### config.mk
export PLATFORM = sky130hd
export DESIGN_NAME = btn_debounce_flat
export DESIGN_NICKNAME = d
export VERILOG_FILES = /design/src/rtl/debounce_pkg.sv /design/src/rtl/btn_debounce_if.sv /design/src/rtl/debounce_channel.sv /design/src/rtl/btn_debounce.sv /design/src/flat_wrapper.sv
export SDC_FILE = /design/constraint.sdc
export NUM_CORES = 1
export LEC_CHECK = 0
export BUFFER_PORTS_ARGS = -buffer_cell sky130_fd_sc_hd__buf_2
export CORE_AREA = 2 2 143 145
export CTS_CLUSTER_SIZE = 14
export DETAILED_ROUTE_END_ITERATION = 6
export DIE_AREA = 0 0 145 147
export GPL_ROUTABILITY_DRIVEN = 0
export PLACE_DENSITY = 0.71
export SLEW_MARGIN = 20
export SYNTH_ARGS = -nofsm -noshare
export SYNTH_HDL_FRONTEND = slang
export SYNTH_SLANG_ARGS = --single-unit
### constraint.sdc
create_clock -name clk -period 2.9 [get_ports clk]
set_clock_uncertainty 0.05 [all_clocks]
set_input_delay 0.145 -clock clk [delete_from_list [all_inputs] [get_ports clk]]
set_output_delay 0.145 -clock clk [all_outputs]
set_load 0.005 [all_outputs]
### src/rtl/debounce_pkg.sv
// Shared types and constants for the push-button / switch input conditioner.
//   db_state_t              : per-channel debounce FSM state
//   DEFAULT_DEBOUNCE_CYCLES : stable cycles needed to accept a change (10 ms at 6 ns)
//   CLK_PERIOD_NS           : system clock period the default above is derived from
package debounce_pkg;

    typedef enum logic [1:0] {
        S_LOW       = 2'b00,
        S_WAIT_HIGH = 2'b01,
        S_HIGH      = 2'b10,
        S_WAIT_LOW  = 2'b11
    } db_state_t;

    localparam int unsigned DEFAULT_DEBOUNCE_CYCLES = 1666667;
    localparam int unsigned CLK_PERIOD_NS           = 6;

    // Debounced level implied by a state: high while accepted-high or qualifying a release.
    function automatic logic state_level(input db_state_t st);
        return (st == S_HIGH) || (st == S_WAIT_LOW);
    endfunction

endpackage

### src/rtl/btn_debounce_if.sv
// Pin-side bundle of the button conditioner.
//   btn_in      : raw, asynchronous, active-high pin levels
//   btn_level   : debounced level per channel
//   btn_press   : one-cycle pulse on an accepted 0->1
//   btn_release : one-cycle pulse on an accepted 1->0
// master = the side driving the pins and consuming events; slave = the debouncer.
interface btn_debounce_if #(
    parameter int unsigned NB = 8
) ();

    logic [NB-1:0] btn_in;
    logic [NB-1:0] btn_level;
    logic [NB-1:0] btn_press;
    logic [NB-1:0] btn_release;

    modport master (
        output btn_in,
        input  btn_level,
        input  btn_press,
        input  btn_release
    );

    modport slave (
        input  btn_in,
        output btn_level,
        output btn_press,
        output btn_release
    );

endinterface

### src/rtl/debounce_channel.sv
// One debounce channel: SYNC_STAGES-deep synchronizer, qualification counter and
// four-state FSM. All outputs are registered.
//   clk, nrst   : system clock, asynchronous active-low reset
//   btn_in      : raw pin level (asynchronous)
//   btn_level   : debounced level
//   btn_press   : one-cycle pulse in the first cycle btn_level reads 1
//   btn_release : one-cycle pulse in the first cycle btn_level reads 0
module debounce_channel
    import debounce_pkg::*;
#(
    parameter int unsigned SYNC_STAGES     = 2,
    parameter int unsigned DEBOUNCE_CYCLES = DEFAULT_DEBOUNCE_CYCLES
) (
    input  logic clk,
    input  logic nrst,
    input  logic btn_in,
    output logic btn_level,
    output logic btn_press,
    output logic btn_release
);

    localparam int unsigned CNT_W = $clog2(DEBOUNCE_CYCLES);
    localparam logic [CNT_W-1:0] CNT_MAX = CNT_W'(DEBOUNCE_CYCLES - 1);
    localparam logic [CNT_W-1:0] CNT_ONE = CNT_W'(1);

    logic [SYNC_STAGES-1:0] sync_q;
    logic                   s;
    db_state_t              state_q, state_d;
    logic [CNT_W-1:0]       cnt_q, cnt_d;
    logic                   level_q, press_q, release_q;
    logic                   press_d, release_d;

    // Plain shift chain: nothing may sit between the metastability stages.
    always_ff @(posedge clk or negedge nrst) begin
        if (!nrst) begin
            sync_q <= '0;
        end else begin
            sync_q <= {sync_q[SYNC_STAGES-2:0], btn_in};
        end
    end

    assign s = sync_q[SYNC_STAGES-1];

    // Any reversal of s during a wait abandons the qualification; the count restarts
    // from one on the next candidate edge, so it never exceeds CNT_MAX.
    always_comb begin
        state_d   = state_q;
        cnt_d     = cnt_q;
        press_d   = 1'b0;
        release_d = 1'b0;
        case (state_q)
            S_LOW: begin
                if (s) begin
                    state_d = S_WAIT_HIGH;
                    cnt_d   = CNT_ONE;
                end else begin
                    cnt_d   = '0;
                end
            end
            S_WAIT_HIGH: begin
                if (!s) begin
                    state_d = S_LOW;
                    cnt_d   = '0;
                end else if (cnt_q == CNT_MAX) begin
                    state_d = S_HIGH;
                    cnt_d   = '0;
                    press_d = 1'b1;
                end else begin
                    cnt_d   = cnt_q + CNT_ONE;
                end
            end
            S_HIGH: begin
                if (!s) begin
                    state_d = S_WAIT_LOW;
                    cnt_d   = CNT_ONE;
                end else begin
                    cnt_d   = '0;
                end
            end
            S_WAIT_LOW: begin
                if (s) begin
                    state_d   = S_HIGH;
                    cnt_d     = '0;
                end else if (cnt_q == CNT_MAX) begin
                    state_d   = S_LOW;
                    cnt_d     = '0;
                    release_d = 1'b1;
                end else begin
                    cnt_d     = cnt_q + CNT_ONE;
                end
            end
            default: begin
                state_d = S_LOW;
                cnt_d   = '0;
            end
        endcase
    end

    // Level is registered from the next state so it flips on the same edge as the pulse.
    always_ff @(posedge clk or negedge nrst) begin
        if (!nrst) begin
            state_q   <= S_LOW;
            cnt_q     <= '0;
            level_q   <= 1'b0;
            press_q   <= 1'b0;
            release_q <= 1'b0;
        end else begin
            state_q   <= state_d;
            cnt_q     <= cnt_d;
            level_q   <= state_level(state_d);
            press_q   <= press_d;
            release_q <= release_d;
        end
    end

    assign btn_level   = level_q;
    assign btn_press   = press_q;
    assign btn_release = release_q;

endmodule

### src/rtl/btn_debounce.sv
// Input-side conditioner for the board push-buttons and switches: NB independent
// channels, each synchronised, debounced and turned into level + press/release pulses.
//   clk  : system clock (same domain as the core logic)
//   nrst : asynchronous active-low reset
//   bus  : btn_debounce_if slave view (btn_in in; btn_level/btn_press/btn_release out)
module btn_debounce
    import debounce_pkg::*;
#(
    parameter int unsigned NB              = 8,
    parameter int unsigned SYNC_STAGES     = 2,
    parameter int unsigned DEBOUNCE_CYCLES = DEFAULT_DEBOUNCE_CYCLES
) (
    input  logic           clk,
    input  logic           nrst,
    btn_debounce_if.slave  bus
);

    if (SYNC_STAGES < 2) begin : g_bad_sync
        $error("btn_debounce: SYNC_STAGES must be at least 2");
    end
    if (DEBOUNCE_CYCLES < 2) begin : g_bad_cycles
        $error("btn_debounce: DEBOUNCE_CYCLES must be at least 2");
    end

    logic [NB-1:0] level;
    logic [NB-1:0] press;
    logic [NB-1:0] release_p;

    for (genvar i = 0; i < NB; i++) begin : g_ch
        debounce_channel #(
            .SYNC_STAGES     (SYNC_STAGES),
            .DEBOUNCE_CYCLES (DEBOUNCE_CYCLES)
        ) u_ch (
            .clk         (clk),
            .nrst        (nrst),
            .btn_in      (bus.btn_in[i]),
            .btn_level   (level[i]),
            .btn_press   (press[i]),
            .btn_release (release_p[i])
        );
    end

    assign bus.btn_level   = level;
    assign bus.btn_press   = press;
    assign bus.btn_release = release_p;

endmodule

### src/flat_wrapper.sv
// flat-port wrapper written by rule: the top's interface ports become plain ports
module btn_debounce_flat import debounce_pkg::*;
#(
    parameter int unsigned NB              = 8,
    parameter int unsigned SYNC_STAGES     = 2,
    parameter int unsigned DEBOUNCE_CYCLES = DEFAULT_DEBOUNCE_CYCLES
)
  (clk, nrst, bus_btn_in, bus_btn_level, bus_btn_press, bus_btn_release);
  btn_debounce_if #(.NB(NB)) bus_i ();
  input  logic clk;
  input  logic nrst;
  input wire logic [$bits(bus_i.btn_in)-1:0] bus_btn_in;
  output wire logic [$bits(bus_i.btn_level)-1:0] bus_btn_level;
  output wire logic [$bits(bus_i.btn_press)-1:0] bus_btn_press;
  output wire logic [$bits(bus_i.btn_release)-1:0] bus_btn_release;
  assign bus_i.btn_in = bus_btn_in;
  assign bus_btn_level = bus_i.btn_level;
  assign bus_btn_press = bus_i.btn_press;
  assign bus_btn_release = bus_i.btn_release;
  btn_debounce #(.NB(NB), .SYNC_STAGES(SYNC_STAGES), .DEBOUNCE_CYCLES(DEBOUNCE_CYCLES)) u_core (.clk(clk), .nrst(nrst), .bus(bus_i));
endmodule
==> report_table.html, run 1 <==
<table>
<tr><th>Metric</th><th>Value</th></tr>
<tr><th colspan="2">Synthesis</th></tr>
<tr><td>Proportion of synthesized flip-flops having asynchronous set or reset</td><td>100%</td></tr>
<tr><td>Number of register bits inferred by synthesis</td><td>224</td></tr>
<tr><td>Number of distinct standard cells referenced by the synthesized netlist</td><td>39</td></tr>
<tr><td>Number of synthesized flops with an enable pin</td><td>0</td></tr>
<tr><td>Sequential area share after synthesis</td><td>52.2%</td></tr>
<tr><td>Net Count, Synth</td><td>1,089</td></tr>
<tr><td>Biggest area contributors in the synthesized netlist</td><td>sky130_fd_sc_hd__dfrtp_1 (52%), sky130_fd_sc_hd__xor2_1 (4.3%), sky130_fd_sc_hd__nor2_1 (4.2%), sky130_fd_sc_hd__xnor2_1 (3.7%), sky130_fd_sc_hd__a21oi_1 (2.9%)</td></tr>
<tr><td>Largest area contributor in the netlist</td><td>sky130_fd_sc_hd__dfrtp_1</td></tr>
<tr><td>Post-synthesis cell count</td><td>1,063</td></tr>
<tr><td>Top-area cell type share of the netlist area</td><td>52.2%</td></tr>
<tr><td>Synthesized area per cell</td><td>10.1 µm²</td></tr>
<tr><td>Dominant synthesized flop cell</td><td>sky130_fd_sc_hd__dfrtp_1</td></tr>
<tr><td>Number of warnings issued by yosys</td><td>0</td></tr>
<tr><td>Post-synthesis instance area</td><td>10,700 µm²</td></tr>
<tr><th colspan="2">Worst setup path</th></tr>
<tr><td>Critical path cell sequence</td><td>or4_1 -&gt; or4_1 -&gt; or4_4 -&gt; mux2_4</td></tr>
<tr><td>Reg2reg end</td><td>u_core.g_ch[3].u_ch.state_q[1]</td></tr>
<tr><td>Beginning of the critical path</td><td>u_core.g_ch[3].u_ch.cnt_q[7]</td></tr>
<tr><td>Crit-path most repeated cell</td><td>sky130_fd_sc_hd__or4_1</td></tr>
<tr><td>Startpoint type of the worst setup path</td><td>flip-flop</td></tr>
<tr><td>Cell family contributing the most delay on the critical path</td><td>simple AND/OR/NAND/NOR gates</td></tr>
<tr><td>Arrival time at the worst endpoint</td><td>2.84 ns</td></tr>
<tr><td>CP required</td><td>3.24 ns</td></tr>
<tr><td>Critical Path End Type</td><td>flip-flop</td></tr>
<tr><td>Largest fanout on the critical path</td><td>6</td></tr>
<tr><td>Reg-to-reg startpoint</td><td>u_core.g_ch[3].u_ch.cnt_q[7]</td></tr>
<tr><td>Crit path buf inv count</td><td>0</td></tr>
<tr><td>Crit path largest cell delay</td><td>0.59 ns</td></tr>
<tr><td>Crit Path Category</td><td>reg -&gt; reg</td></tr>
<tr><td>R2r setup slk</td><td>0.40 ns</td></tr>
<tr><td>Slowest CP cell</td><td>sky130_fd_sc_hd__or4_4</td></tr>
<tr><td>Worst R2R Path Depth</td><td>4</td></tr>
<tr><th colspan="2">Pwr</th></tr>
<tr><td>Power per standard cell area</td><td>535 nW/µm²</td></tr>
<tr><td>Max IR drop VDD</td><td>0.452 mV</td></tr>
<tr><td>Power Total</td><td>6.42 mW</td></tr>
<tr><td>Pleak</td><td>4.95 nW</td></tr>
<tr><th colspan="2">Layout</th></tr>
<tr><td>Final Instance Count excl. Fillers</td><td>1,381</td></tr>
<tr><td>Fill count</td><td>1,637</td></tr>
<tr><td>Fin area</td><td>12,000 µm²</td></tr>
<tr><td>Growth of design area from synthesis to finish</td><td>11.6%</td></tr>
<tr><td>Final design utilization</td><td>60.4%</td></tr>
<tr><td>Total number of nets in the final design</td><td>1,120</td></tr>
<tr><td>Proportion of layout cells with a drive suffix above 1</td><td>10.6%</td></tr>
<tr><td>Antenna diode count</td><td>0</td></tr>
<tr><th colspan="2">GRT</th></tr>
<tr><td>Total overflow reported by the global router</td><td>0</td></tr>
<tr><td>Antenna violations before repair</td><td>0</td></tr>
<tr><td>Wire length of the first global-routing pass</td><td>34,600 µm</td></tr>
<tr><td>Via count of the first global-routing pass</td><td>7,433</td></tr>
<tr><td>Largest net degree at the start of global routing</td><td>97</td></tr>
<tr><td>Global routing usage summed across all routing layers</td><td>18.7%</td></tr>
<tr><th colspan="2">CTS</th></tr>
<tr><td>Bufs on Longest Clock Path</td><td>3</td></tr>
<tr><td>Number of levels in the clock H-tree</td><td>1</td></tr>
<tr><td>Worst-path clk slew</td><td>0.06 ns</td></tr>
<tr><td>Number of buffers inserted during clock tree synthesis</td><td>25</td></tr>
<tr><td>Setup Fix Bufs, Post-CTS</td><td>0</td></tr>
<tr><td>Insertion delay of the later-clocked pin in the worst-skew pair</td><td>0.51 ns</td></tr>
<tr><td>Clock root buffer master</td><td>sky130_fd_sc_hd__clkbuf_16</td></tr>
<tr><td>CTS tree</td><td>done</td></tr>
<tr><td>CTS sink count</td><td>224</td></tr>
<tr><th colspan="2">STA</th></tr>
<tr><td>Final setup fails</td><td>0</td></tr>
<tr><td>Maximum clock frequency</td><td>399 MHz</td></tr>
<tr><td>Final hold violations</td><td>0</td></tr>
<tr><td>Min Hold Slack</td><td>0.181 ns</td></tr>
<tr><td>Relative max-transition margin</td><td>51.9%</td></tr>
<tr><td>Period utilisation layout</td><td>86.4%</td></tr>
<tr><td>Least-Margin Pin Slew</td><td>0.722 ns</td></tr>
<tr><td>Sum of negative setup slack</td><td>0 ns</td></tr>
<tr><td>Setup repair after global routing missed its margin</td><td>no</td></tr>
<tr><td>Final WS setup</td><td>0.396 ns</td></tr>
<tr><td>Final max-slew violation count</td><td>0</td></tr>
<tr><td>Min Clock Period, post-route</td><td>2.50 ns</td></tr>
<tr><th colspan="2">Routing</th></tr>
<tr><td>Routed len/inst</td><td>14.0 µm</td></tr>
<tr><td>Post-route DRC violation count</td><td>0</td></tr>
<tr><td>Number of antenna-violating nets in the routed design</td><td>0</td></tr>
<tr><td>Total detailed-routing wirelength</td><td>19,300 µm</td></tr>
<tr><td>Detailed-route via count</td><td>7,756</td></tr>
<tr><td>First drt pass iteration count</td><td>5</td></tr>
<tr><td>Vias per std cell</td><td>5.62</td></tr>
<tr><td>Number of violations reported at the end of detailed-routing iteration 0</td><td>427</td></tr>
<tr><th colspan="2">Job</th></tr>
<tr><td>Max cap viols</td><td>0</td></tr>
<tr><th colspan="2">Die</th></tr>
<tr><td>Core box area</td><td>19,800 µm²</td></tr>
<tr><td>Total Die Area</td><td>21,300 µm²</td></tr>
<tr><td>Initial Util</td><td>54.1%</td></tr>
<tr><td>Boundary Pins</td><td>34</td></tr>
<tr><td>Height of the die</td><td>147 µm</td></tr>
<tr><td>Rows</td><td>52</td></tr>
<tr><td>Die width</td><td>145 µm</td></tr>
<tr><th colspan="2">Place</th></tr>
<tr><td>Dpl ws</td><td>0.390 ns</td></tr>
<tr><td>Post-DP HPWL</td><td>12,800 µm</td></tr>
<tr><td>Port Buffers</td><td>33</td></tr>
<tr><td>Number of instances in the placed design</td><td>1,328</td></tr>
<tr><td>Cell area reported after detailed placement</td><td>11,100 µm²</td></tr>
<tr><th colspan="2">Worst hold path</th></tr>
<tr><td>Worst min path class</td><td>in -&gt; async</td></tr>
<tr><th colspan="2">Status</th></tr>
<tr><td>Status</td><td>completed</td></tr>
</table>
flip-flops by register name, indices dropped and copies added, names as in the netlist:
signal,count
u_core.g_ch.u_ch.btn_level,8
u_core.g_ch.u_ch.cnt_q,168
u_core.g_ch.u_ch.sync_q,16
u_core.g_ch.u_ch.btn_release,8
u_core.g_ch.u_ch.state_q,16
u_core.g_ch.u_ch.btn_press,8
area by class of cell:
cell class / instances / area, µm² / share of cell area (%)
multi-input combinational: 757 / 4740 / 39.5
sequential: 224 / 5610 / 46.7
timing repair buffer: 59 / 405 / 3.38
clock inverter: 6 / 55.1 / 0.459
inverter: 27 / 101 / 0.845
tap: 270 / 338 / 2.82
clock buffer: 38 / 754 / 6.29
how the worst max path moves through the flow:
stage / depth (start not counted) / endpoint / slack [ns]
floorplan: 6 / u_core.g_ch[3].u_ch.btn_level / 0.38
global placement: 4 / u_core.g_ch[3].u_ch.btn_level / 0.41
detailed placement: 4 / u_core.g_ch[3].u_ch.btn_level / 0.39
CTS: 4 / u_core.g_ch[3].u_ch.state_q[1] / 0.39
global route: 4 / u_core.g_ch[3].u_ch.state_q[1] / 0.33
finish: 4 / u_core.g_ch[3].u_ch.state_q[1] / 0.40
Yosys cell counts, types with 29 or more instances:
| cell | n |
|---|---|
| sky130_fd_sc_hd__a21oi_1 | 63 |
| sky130_fd_sc_hd__clkbuf_1 | 29 |
| sky130_fd_sc_hd__dfrtp_1 | 224 |
| sky130_fd_sc_hd__nand2_1 | 66 |
| sky130_fd_sc_hd__nand3_1 | 61 |
| sky130_fd_sc_hd__nand4_1 | 43 |
| sky130_fd_sc_hd__nor2_1 | 121 |
| sky130_fd_sc_hd__o21ai_0 | 43 |
| sky130_fd_sc_hd__or3_1 | 40 |
| sky130_fd_sc_hd__or4_1 | 31 |
| sky130_fd_sc_hd__xnor2_1 | 45 |
| sky130_fd_sc_hd__xor2_1 | 53 |
routing by layer:
layer  up-vias  GRT usage (%)  wire [µm]
met5         -              0          0
met4         0           3.91        335
met3        23           2.80        666
met2       113           31.2       9070
met1      3770           26.2       9270
li1       3850              -          -
logic make-up (layout without fill, tap and decap cells):
group | after synthesis | count (layout) | synth area share, %
AND/OR/NAND/NOR | 488 | 488 | 25.1
flip-flops | 224 | 224 | 52.2
AO/OA/AOI/OAI | 139 | 139 | 7.29
XOR/XNOR | 98 | 98 | 7.99
buffers and inverters | 82 | 130 | 3.84
adder cells (fa/ha/maj) | 16 | 16 | 1.86
multiplexers | 16 | 16 | 1.75
where the power goes:
part           total [mW]  switching (mW)  leakage [nW]  internal, mW
registers            3.19          0.0335          3.06          3.16
clock network        3.05            1.18         0.405          1.87
logic               0.181           0.123          1.49        0.0572
total                6.42            1.34          4.95          5.08
layout by cell type (no fill, tap or decap), types with 27 or more instances in the layout:
| cell type | instances |
|---|---|
| sky130_fd_sc_hd__o21ai_0 | 38 |
| sky130_fd_sc_hd__nand4_1 | 43 |
| sky130_fd_sc_hd__nand2_1 | 66 |
| sky130_fd_sc_hd__nor2_1 | 121 |
| sky130_fd_sc_hd__or3_1 | 40 |
| sky130_fd_sc_hd__a21oi_1 | 63 |
| sky130_fd_sc_hd__inv_1 | 27 |
| sky130_fd_sc_hd__xor2_1 | 53 |
| sky130_fd_sc_hd__buf_2 | 32 |
| sky130_fd_sc_hd__dfrtp_1 | 224 |
| sky130_fd_sc_hd__nand3_1 | 61 |
| sky130_fd_sc_hd__or4_1 | 31 |
| sky130_fd_sc_hd__xnor2_1 | 45 |
what timing repair did:
action,in CTS,in global routing
gates resized for setup,0,0
endpoints found under the hold margin,99,0
hold buffers,9,0
(Power assumes the default switching activity.)
==> run 2: changes to the inputs <==
--- a/config.mk
+++ b/config.mk
@@ -6,12 +6,12 @@
 export NUM_CORES = 1
 export LEC_CHECK = 0
 export BUFFER_PORTS_ARGS = -buffer_cell sky130_fd_sc_hd__buf_2
-export CORE_AREA = 2 2 143 145
+export CORE_AREA = 2 2 142 144
 export CTS_CLUSTER_SIZE = 14
 export DETAILED_ROUTE_END_ITERATION = 6
-export DIE_AREA = 0 0 145 147
+export DIE_AREA = 0 0 144 146
 export GPL_ROUTABILITY_DRIVEN = 0
-export PLACE_DENSITY = 0.71
+export PLACE_DENSITY = 0.72
 export SLEW_MARGIN = 20
 export SYNTH_ARGS = -nofsm -noshare
 export SYNTH_HDL_FRONTEND = slang
==> run 2 against run 1 <==
Effect of this change: first-iteration DRC count is 11% higher; worst setup slack worse by 0.033 ns; sequential cell count stayed put; worst hold slack better by 0.055 ns; count of clock-buffer cells in the layout is 6 lower; via count is 0.13% higher; total power is 3.8% higher; highest routed layer unchanged.
==> report_table.html, run 2 (synthesized netlist as in run 1, its figures left out) <==
<table>
<tr><th>Metric</th><th>Value</th></tr>
<tr><th colspan="2">STA</th></tr>
<tr><td>Period utilisation layout</td><td>87.5%</td></tr>
<tr><td>Relative max-transition margin</td><td>46.5%</td></tr>
<tr><td>Sum of negative setup slack</td><td>0 ns</td></tr>
<tr><td>Maximum clock frequency</td><td>394 MHz</td></tr>
<tr><td>Least-Margin Pin Slew</td><td>0.803 ns</td></tr>
<tr><td>Setup repair after global routing missed its margin</td><td>no</td></tr>
<tr><td>Final hold violations</td><td>0</td></tr>
<tr><td>Min Clock Period, post-route</td><td>2.54 ns</td></tr>
<tr><td>Min Hold Slack</td><td>0.236 ns</td></tr>
<tr><td>Final max-slew violation count</td><td>0</td></tr>
<tr><td>Final setup fails</td><td>0</td></tr>
<tr><th colspan="2">Layout</th></tr>
<tr><td>Growth of design area from synthesis to finish</td><td>12.0%</td></tr>
<tr><td>Largest reg by FF count</td><td>u_core.g_ch.u_ch.cnt_q</td></tr>
<tr><td>Total number of nets in the final design</td><td>1,117</td></tr>
<tr><td>Antenna diode count</td><td>0</td></tr>
<tr><td>Proportion of layout cells with a drive suffix above 1</td><td>10.7%</td></tr>
<tr><td>Final design utilization</td><td>62.2%</td></tr>
<tr><td>Top flop regs</td><td>u_core.g_ch.u_ch.cnt_q x168, u_core.g_ch.u_ch.state_q x16, u_core.g_ch.u_ch.sync_q x16</td></tr>
<tr><td>Most used cells in the layout excluding fill and tap cells</td><td>sky130_fd_sc_hd__dfrtp_1 (224), sky130_fd_sc_hd__nor2_1 (121), sky130_fd_sc_hd__nand2_1 (66)</td></tr>
<tr><td>Most frequent standard cell in the layout excluding fill and tap cells</td><td>sky130_fd_sc_hd__dfrtp_1</td></tr>
<tr><td>Number of flip-flops in the largest register</td><td>168</td></tr>
<tr><th colspan="2">CTS</th></tr>
<tr><td>Worst-path clk slew</td><td>0.06 ns</td></tr>
<tr><td>CTS tree</td><td>done</td></tr>
<tr><td>Total of hold buffers inserted after clock tree synthesis</td><td>9</td></tr>
<tr><td>Total of cells resized after clock tree synthesis</td><td>0</td></tr>
<tr><td>Clock root buffer master</td><td>sky130_fd_sc_hd__clkbuf_16</td></tr>
<tr><td>Insertion delay of the later-clocked pin in the worst-skew pair</td><td>0.51 ns</td></tr>
<tr><td>Number of buffers inserted during clock tree synthesis</td><td>25</td></tr>
<tr><td>CTS sink count</td><td>224</td></tr>
<tr><td>Bufs on Longest Clock Path</td><td>3</td></tr>
<tr><td>Number of levels in the clock H-tree</td><td>1</td></tr>
<tr><td>Setup Fix Bufs, Post-CTS</td><td>0</td></tr>
<tr><th colspan="2">Worst setup path</th></tr>
<tr><td>Cell family contributing the most delay on the critical path</td><td>simple AND/OR/NAND/NOR gates</td></tr>
<tr><td>Startpoint type of the worst setup path</td><td>flip-flop</td></tr>
<tr><td>Crit path largest cell delay</td><td>0.59 ns</td></tr>
<tr><td>CP required</td><td>3.24 ns</td></tr>
<tr><td>Crit-path most repeated cell</td><td>sky130_fd_sc_hd__or4_1</td></tr>
<tr><td>Slowest CP cell</td><td>sky130_fd_sc_hd__or4_4</td></tr>
<tr><td>Largest fanout on the critical path</td><td>9</td></tr>
<tr><td>Crit path buf inv count</td><td>0</td></tr>
<tr><td>Critical Path End Type</td><td>flip-flop</td></tr>
<tr><td>Crit Path Category</td><td>reg -&gt; reg</td></tr>
<tr><td>Arrival time at the worst endpoint</td><td>2.87 ns</td></tr>
<tr><td>Critical path cell sequence</td><td>or4_1 -&gt; or4_1 -&gt; or4_4 -&gt; mux2_4</td></tr>
<tr><th colspan="2">GRT</th></tr>
<tr><td>Largest net degree at the start of global routing</td><td>110</td></tr>
<tr><td>Wire length of the first global-routing pass</td><td>34,400 µm</td></tr>
<tr><td>Global routing usage summed across all routing layers</td><td>19.2%</td></tr>
<tr><td>Antenna violations before repair</td><td>0</td></tr>
<tr><td>Via count of the first global-routing pass</td><td>7,482</td></tr>
<tr><td>Total overflow reported by the global router</td><td>0</td></tr>
<tr><th colspan="2">Routing</th></tr>
<tr><td>Routed len/inst</td><td>14.3 µm</td></tr>
<tr><td>Vias per std cell</td><td>5.66</td></tr>
<tr><td>Total detailed-routing wirelength</td><td>19,700 µm</td></tr>
<tr><td>Number of violations reported at the end of detailed-routing iteration 0</td><td>476</td></tr>
<tr><td>Detailed-route via count</td><td>7,766</td></tr>
<tr><td>First drt pass iteration count</td><td>5</td></tr>
<tr><td>Post-route DRC violation count</td><td>0</td></tr>
<tr><td>Number of antenna-violating nets in the routed design</td><td>0</td></tr>
<tr><th colspan="2">Pwr</th></tr>
<tr><td>Max IR drop VDD</td><td>0.500 mV</td></tr>
<tr><td>Power Total</td><td>6.67 mW</td></tr>
<tr><td>Power per standard cell area</td><td>554 nW/µm²</td></tr>
<tr><td>Pleak</td><td>4.98 nW</td></tr>
<tr><th colspan="2">Die</th></tr>
<tr><td>Core box area</td><td>19,300 µm²</td></tr>
<tr><td>Height of the die</td><td>146 µm</td></tr>
<tr><td>Boundary Pins</td><td>34</td></tr>
<tr><td>Die width</td><td>144 µm</td></tr>
<tr><td>Initial Util</td><td>55.6%</td></tr>
<tr><td>Total Die Area</td><td>21,000 µm²</td></tr>
<tr><td>Rows</td><td>51</td></tr>
<tr><th colspan="2">Status</th></tr>
<tr><td>Status</td><td>completed</td></tr>
<tr><th colspan="2">Place</th></tr>
<tr><td>Post-DP HPWL</td><td>13,000 µm</td></tr>
<tr><td>Port Buffers</td><td>33</td></tr>
<tr><th colspan="2">Job</th></tr>
<tr><td>Max cap viols</td><td>0</td></tr>
<tr><th colspan="2">Worst hold path</th></tr>
<tr><td>Worst min path class</td><td>in -&gt; async</td></tr>
</table>
[run 2: cell types whose count changed in the layout (fill, tap and decap cells not counted), sizes merged]
cell	previous run	this run
bufinv	1	4
clkinv	5	7
clkbuf	38	32
buf	50	47
[run 2: report_power, final]
group	switching, mW	leakage (nW)	internal, mW
combinational	0.124	1.48	0.0556
clock	1.20	0.442	2.09
sequential	0.0319	3.06	3.16
[run 2: layer usage]
layer / part of all wire [%] / global-route usage [%] / up-vias
met1: 48 / 27.2 / 3798
met3: 3.3 / 3.19 / 23
met4: 1.5 / 4.02 / 0
met5: 0 / 0 / -
met2: 48 / 31.3 / 112
li1: - / - / 3833
[run 2: worst paths after layout]
kind	start	end	slack, ns	depth (start not counted)
setup / recovery	u_core.g_ch[3].u_ch.cnt_q[4]	u_core.g_ch[3].u_ch.state_q[1]	0.36	4
hold / removal	nrst	u_core.g_ch[0].u_ch.state_q[0]	0.24	2
setup reg to reg	u_core.g_ch[3].u_ch.cnt_q[4]	u_core.g_ch[3].u_ch.state_q[1]	0.36	4
hold reg to reg	u_core.g_ch[4].u_ch.sync_q[0]	u_core.g_ch[4].u_ch.sync_q[1]	0.30	0
max in group asynchronous	nrst	u_core.g_ch[7].u_ch.cnt_q[5]	1.75	3
min in group clk	bus_btn_in[3]	u_core.g_ch[3].u_ch.sync_q[0]	0.24	2
[run 2: metrics by stage]
| stage | std cells | worst slack, ns | area [µm²] |
|---|---|---|---|
| 2_1_floorplan | 1063 | 0.381 | 10700 |
| 3_3_place_gp | 1320 | 0.393 | 11100 |
| 3_5_place_dp | 1320 | 0.369 | 11100 |
| 4_1_cts | 1372 | 0.365 | 12000 |
| 5_1_grt | 1372 | 0.297 | 12000 |
| 6_report | 1372 | 0.363 | 12000 |
[run 2: final cells by class]
cell class	instances	area (µm²)
tap	265	332
sequential	224	5610
multi-input combinational	757	4740
timing repair buffer	56	383
inverter	27	101
fill	1598	7300
clock inverter	11	155
clock buffer	32	722
